$ cat config.mk
export PLATFORM = sky130hd
export DESIGN_NAME = led_seq_wb
export DESIGN_NICKNAME = d
export VERILOG_FILES = /design/src/rtl/led_seq_wb.sv
export SDC_FILE = /design/constraint.sdc
export NUM_CORES = 1
export LEC_CHECK = 0
export ABC_AREA = 0
export ABC_CLOCK_PERIOD_IN_PS = 4700
export BUFFER_PORTS_ARGS = -buffer_cell sky130_fd_sc_hd__buf_2
export CORE_MARGIN = 2
export CORE_UTILIZATION = 55
export DETAILED_ROUTE_END_ITERATION = 10
export GPL_TIMING_DRIVEN = 0
export PLACE_DENSITY = 0.94
export SYNTH_ARGS = -nofsm -noshare
export SYNTH_HDL_FRONTEND = slang
export SYNTH_SLANG_ARGS = --single-unit
$ cat constraint.sdc
create_clock -name clk -period 4.7 [get_ports clk]
set_input_delay 0.47 -clock clk [delete_from_list [all_inputs] [get_ports clk]]
set_output_delay 0.47 -clock clk [all_outputs]
set_load 0.01 [all_outputs]
$ cat src/rtl/led_seq_wb.sv
// Autonomous Wishbone master that steps a 7-bit LED pattern (walk/blink/count/hold)
// on a programmable tick and writes it to the LED slave, with err/timeout fault reporting.
//
// state  | meaning
// S_IDLE | no bus cycle; issue a write when a tick is pending and the sequencer is enabled
// S_WAIT | write cycle on the bus; waiting for ack, err or timeout
module led_seq_wb #(
    parameter int                    DATA_WIDTH   = 32,
    parameter int                    ADDR_WIDTH   = 32,
    parameter int                    SELECT_WIDTH = DATA_WIDTH / 8,
    parameter logic [ADDR_WIDTH-1:0] LED_ADDR     = '0,
    parameter int                    PERIOD_WIDTH = 24,
    parameter int                    TIMEOUT      = 15
) (
    input  logic                    clk,
    input  logic                    rst,
    input  logic                    i_enable,
    input  logic [1:0]              i_mode,
    input  logic [6:0]              i_pattern,
    input  logic [PERIOD_WIDTH-1:0] i_period,
    input  logic                    i_clear,
    output logic [ADDR_WIDTH-1:0]   wb_adr_o,
    output logic [DATA_WIDTH-1:0]   wb_dat_o,
    input  logic [DATA_WIDTH-1:0]   wb_dat_i,
    output logic                    wb_we_o,
    output logic [SELECT_WIDTH-1:0] wb_sel_o,
    output logic                    wb_stb_o,
    output logic                    wb_cyc_o,
    input  logic                    wb_ack_i,
    input  logic                    wb_err_i,
    output logic                    o_busy,
    output logic [6:0]              o_leds,
    output logic                    o_fault,
    output logic                    o_overrun
);
    localparam int TW = $clog2(TIMEOUT + 1);

    typedef enum logic {S_IDLE, S_WAIT} state_t;

    state_t                  state;
    logic [PERIOD_WIDTH-1:0] count;
    logic [PERIOD_WIDTH-1:0] p_last;
    logic                    tick;
    logic                    pending;
    logic [TW-1:0]           tmr;
    logic                    tmr_last;
    logic                    done;
    logic [6:0]              step;
    logic [1:0]              last_mode;
    logic                    mode_valid;
    logic [6:0]              base;
    logic [6:0]              next_pat;
    logic [6:0]              n_q;
    logic [ADDR_WIDTH-1:0]   adr_q;
    logic [SELECT_WIDTH-1:0] sel_q;
    logic                    cyc_q;
    logic                    we_q;
    logic [6:0]              leds_q;
    logic                    fault_q;
    logic                    overrun_q;
    logic                    unused_dat;

    assign unused_dat = ^wb_dat_i;

    assign p_last   = (i_period == '0) ? '0 : i_period - PERIOD_WIDTH'(1);
    // >= rather than == so a shrinking period wraps on the next cycle
    assign tick     = i_enable && (count >= p_last);
    assign tmr_last = (tmr == TW'(1));
    assign done     = (state == S_WAIT) && (wb_ack_i || wb_err_i || tmr_last);

    always_ff @(posedge clk or negedge rst) begin
        if (!rst) begin
            count <= '0;
        end else if (!i_enable || tick) begin
            count <= '0;
        end else begin
            count <= count + PERIOD_WIDTH'(1);
        end
    end

    // mode_valid forces the walk seed on the first write after reset even though last_mode is 0
    always_comb begin
        base = step;
        if (!mode_valid || (i_mode != last_mode)) begin
            base = (i_mode == 2'd0) ? 7'h40 : 7'h00;
        end
        case (i_mode)
            2'd0:    next_pat = {base[5:0], base[6]};
            2'd1:    next_pat = ~base;
            2'd2:    next_pat = base + 7'd1;
            default: next_pat = i_pattern;
        endcase
    end

    always_ff @(posedge clk or negedge rst) begin
        if (!rst) begin
            state      <= S_IDLE;
            pending    <= 1'b0;
            tmr        <= '0;
            step       <= '0;
            last_mode  <= '0;
            mode_valid <= 1'b0;
            n_q        <= '0;
            adr_q      <= '0;
            sel_q      <= '0;
            cyc_q      <= 1'b0;
            we_q       <= 1'b0;
            leds_q     <= '0;
            fault_q    <= 1'b0;
            overrun_q  <= 1'b0;
        end else begin
            if (!i_enable) begin
                pending <= 1'b0;
            end else if (tick) begin
                pending <= 1'b1;
            end else if (state == S_IDLE) begin
                pending <= 1'b0;
            end

            // a tick landing on the completing edge is not an overrun
            if (tick && (pending || (state == S_WAIT && !done))) begin
                overrun_q <= 1'b1;
            end else if (i_clear) begin
                overrun_q <= 1'b0;
            end

            if (state == S_WAIT && !wb_ack_i && (wb_err_i || tmr_last)) begin
                fault_q <= 1'b1;
            end else if (i_clear) begin
                fault_q <= 1'b0;
            end

            case (state)
                S_IDLE: begin
                    if (pending && i_enable) begin
                        last_mode  <= i_mode;
                        mode_valid <= 1'b1;
                        step       <= base;
                        n_q        <= next_pat;
                        adr_q      <= LED_ADDR;
                        sel_q      <= '1;
                        cyc_q      <= 1'b1;
                        we_q       <= 1'b1;
                        tmr        <= TW'(TIMEOUT);
                        state      <= S_WAIT;
                    end
                end
                S_WAIT: begin
                    if (wb_ack_i) begin
                        step   <= n_q;
                        leds_q <= n_q;
                        cyc_q  <= 1'b0;
                        we_q   <= 1'b0;
                        state  <= S_IDLE;
                    end else if (wb_err_i || tmr_last) begin
                        cyc_q <= 1'b0;
                        we_q  <= 1'b0;
                        state <= S_IDLE;
                    end else begin
                        tmr <= tmr - TW'(1);
                    end
                end
                default: state <= S_IDLE;
            endcase
        end
    end

    assign wb_adr_o  = adr_q;
    assign wb_dat_o  = {{(DATA_WIDTH-7){1'b0}}, n_q};
    assign wb_we_o   = we_q;
    assign wb_sel_o  = sel_q;
    assign wb_cyc_o  = cyc_q;
    assign wb_stb_o  = cyc_q;
    assign o_busy    = cyc_q;
    assign o_leds    = leds_q;
    assign o_fault   = fault_q;
    assign o_overrun = overrun_q;

endmodule

==> flow_metrics.py <==
metrics = {
    "pwr": {
        "seqPwrFrac_pct": 42.4,
        "power.leakage_uw": 0.00267,
        "combPwrFrac_pct": 19.0,
        "power_switching_uw": 360,
        "switching_share_pct": 28.0,
        "ir_drop_mv": 0.218,
        "power_density_nw_per_um2": 247,
        "clkPwrFrac_pct": 38.6,
        "p_int_uw": 927,
    },
    "floorplan": {
        "die_w_um": 93.0,
        "die-area_sq_um": 8640,
        "io_pins": 152,
        "die_y_um": 93.0,
        "fp.coreArea_sq_um": 7690,
        "initial_core_util_pct": 56.6,
        "core.rowCount": 32,
    },
    "critical_path": {
        "start_kind": "input port",
        "r2r.worst_path.cells": 9,
        "worstPathMaxFanout": 10,
        "crit_required_ns": 4.93,
        "cp.arrival_ns": 4.07,
        "rr_endpoint": "n_q[6]$_DFFE_PN0P_",
        "cp-end-kind": "flip-flop",
        "criticalPathCategory": "in2reg",
        "worstSetupStartpoint": "i_period[19]",
        "r2r-start": "last_mode[0]$_DFFE_PN0P_",
        "crit_end": "count[17]$_DFF_PN0_",
        "rrSetupSlack_ns": 2.17,
    },
    "placed_design": {
        "gp_congestion": 0.913,
        "pre_cts_slack_ns": 0.512,
        "port_buffers": 61,
        "place_inst": 738,
        "dp_hpwl_um": 7640,
    },
    "global_route": {
        "grt_max_degree": 58,
        "overflow": 0,
        "grt_pass1_vias": 3828,
        "grt_pass1_wl_um": 16600,
        "antenna_found_initial": 0,
        "grt_usage_pct": 23.8,
    },
    "clock_network": {
        "cts_tree": "yes",
        "cts_sinks": 57,
        "clock_path_buffers": 2,
        "post-cts-setup-buffers": 0,
        "insertion_delay_ns": 0.34,
        "postCtsHoldBufs": 0,
        "cts_resized": 0,
        "clk_pin_slew_worst_paths_ns": 0.07,
        "htree_levels": 3,
        "cts_root_buf": "clkbuf_8",
        "cts_buffers": 9,
    },
    "sta": {
        "fmaxAchievable_ghz": 0.260,
        "fin_ws_ns": 0.857,
        "whs_ns": 0.165,
        "fin_skew_ns": 0.00665,
        "rsz0062_at_grt": "no",
        "fin_crit_ns": 3.84,
        "maxSlewHeadroom_pct": 26.4,
        "tightest_slew_ns": 1.09,
        "hold_viol_final": 0,
        "setup_tns_ns": 0,
        "slew_viol_final": 0,
        "setup_viol": 0,
        "period_share_pct": 81.8,
    },
    "synthesis": {
        "synth.cell_area_sq_um": 4350,
        "synth-seq-cells": 57,
        "synth_top_family_by_area": "simple AND/OR/NAND/NOR gates",
        "synthXorXnorAreaFrac_pct": 7.85,
        "yosys_warnings": 0,
        "synth.distinct_cells": 53,
        "synth-async-reset-ratio_pct": 100,
        "synthFlopType": "dfrtp_1",
        "synth_fa_ha_area_share_pct": 8.63,
        "yosys.area_share.simple_pct": 23.2,
        "syn_inst": 519,
        "muxShareOfSynthArea_pct": 0.920,
        "seq_area_frac_synth_pct": 32.8,
        "synth_area_per_cell_sq_um": 8.38,
        "synth_edf_count": 0,
        "synth_compound_area_share_pct": 13.0,
    },
    "route": {
        "wl_um": 9950,
        "drc": 0,
        "wl_per_cell_um": 13.2,
        "ant_nets": 0,
        "drtIter0Drc": 211,
        "via_per_inst": 5.20,
        "vias": 3921,
        "dr.pass1.iters": 4,
    },
    "hold_path": {
        "worstHoldPathType": "in2async",
    },
    "finish": {
        "nNetsFinal": 748,
        "layout-drive-gt1-share_pct": 23.3,
        "final_cells": 754,
        "area_growth_pct": 19.7,
        "utilization_pct": 67.7,
        "n_antenna_cell": 0,
    },
    "flow_run": {
        "maxCapViolCount": 0,
    },
    "outcome": {
        "status": "finished, final reports clean",
    },
}
Yosys cell counts, drive strengths merged (2+ instances only):
| library cell | number | share of area (%) |
|---|---|---|
| a22oi | 4 | 0.69 |
| nor4 | 7 | 1.4 |
| clkbuf | 12 | 1.0 |
| ha | 30 | 8.6 |
| nand4 | 13 | 1.9 |
| o22ai | 3 | 0.43 |
| dfrtp | 57 | 33 |
| a211oi | 2 | 0.34 |
| a22o | 4 | 0.80 |
| or3 | 3 | 0.43 |
| o211ai | 3 | 0.52 |
| and4 | 4 | 0.80 |
| a31oi | 4 | 0.57 |
| o31ai | 5 | 0.86 |
| o21ai | 24 | 2.8 |
| xnor2 | 13 | 2.6 |
| o31a | 4 | 0.83 |
| nand3 | 17 | 2.0 |
| nor3b | 3 | 0.52 |
| nor3 | 13 | 1.5 |
| a21boi | 2 | 0.34 |
| nand2b | 4 | 0.57 |
| a21oi | 23 | 2.6 |
| xor2 | 26 | 5.2 |
| nand2 | 75 | 6.5 |
| or2 | 2 | 0.29 |
| inv | 12 | 1.0 |
| and3 | 4 | 0.57 |
| buf | 68 | 12 |
| and2 | 3 | 0.43 |
| nor2 | 46 | 4.0 |
| or4 | 6 | 1.2 |
| mux2i | 4 | 0.92 |
| nor2b | 4 | 0.57 |
| a21o | 3 | 0.52 |
area by class of cell:
cell class              count  area [sq um]
flip-flops and latches     57          1430
repair buffers             61           308
multi-input cells         426          2540
plain buffers              80           546
well taps                 102           128
inverters                  12          45.0
fillers                   654          2480
clock buffers              10           128
clock inverters             6          82.6
per-stage QoR:
| step | power [uW] | instance area (sq um) |
|---|---|---|
| final | 1290 | 5210 |
| after CTS | 1290 | 5200 |
| after detailed placement | 795 | 4990 |
| after global placement | 785 | 4990 |
| after floorplan | 715 | 4560 |
| after global routing | 1350 | 5210 |
worst max-delay path, stage by stage:
cell and delay, ns:
buf_2 0.11, or4_4 0.55, or4_4 0.47, nor4_4 0.39
nor2_1 0.09, mux2i_1 0.20, ha_1 0.17, nand4_1 0.19
or4_1 0.61, o2111ai_1 0.43, buf_2 0.31, nor2_1 0.08
registers in the layout, summed over array words and instances, names as in the netlist, 2 cells and up:
signal     count
count         24
last_mode      2
n_q            7
o_leds         7
step           7
tmr            4
worst min path at each step:
stage | endpoint | slack [ns] | cells after the start
after floorplan | count[0]$_DFF_PN0_ | 0.17 | 0
after global placement | o_leds[3]$_DFFE_PN0P_ | 0.46 | 2
after detailed placement | o_leds[6]$_DFFE_PN0P_ | 0.46 | 2
after CTS | o_fault$_DFFE_PN0P_ | 0.33 | 2
after global routing | o_leds[4]$_DFFE_PN0P_ | 0.24 | 1
final | last_mode[0]$_DFFE_PN0P_ | 0.17 | 1
cell families after synthesis:
family | count (synthesis)
other | 1
flip-flops | 57
AND/OR/NAND/NOR | 207
adder cells (fa/ha/maj) | 30
buffers and inverters | 92
AO/OA/AOI/OAI | 89
multiplexers | 4
XOR/XNOR | 39
per-layer routing:
layer	global-route usage, %	part of all wire (%)
met1	27.8	42
met2	42.8	50
met3	4.31	5.5
met4	9.31	1.7
met5	0	0
layout by cell type, fill, tap and decap left out, types with 12 or more instances in the layout:
cell | synthesis | layout
nand3_1 | 17 | 17
ha_1 | 30 | 30
nor3_1 | 13 | 13
nand2_1 | 74 | 74
xnor2_1 | 13 | 13
clkbuf_1 | 12 | 13
a21oi_1 | 23 | 23
dfrtp_1 | 57 | 57
nor2_1 | 46 | 46
xor2_1 | 26 | 26
conb_1 | 1 | 57
nand4_1 | 13 | 13
o21ai_0 | 24 | 24
buf_2 | 4 | 64
inv_1 | 12 | 12
buf_4 | 64 | 65
power groups by stage:
stage | sequential, uW | clock [uW] | combinational, uW
2_1_floorplan | 552 | 0 | 162
3_5_place_dp | 554 | 0 | 241
5_1_grt | 550 | 527 | 272
6_report | 546 | 497 | 244
3_3_place_gp | 553 | 0 | 232
4_1_cts | 546 | 504 | 242
Power figures use the tool's default switching activity.
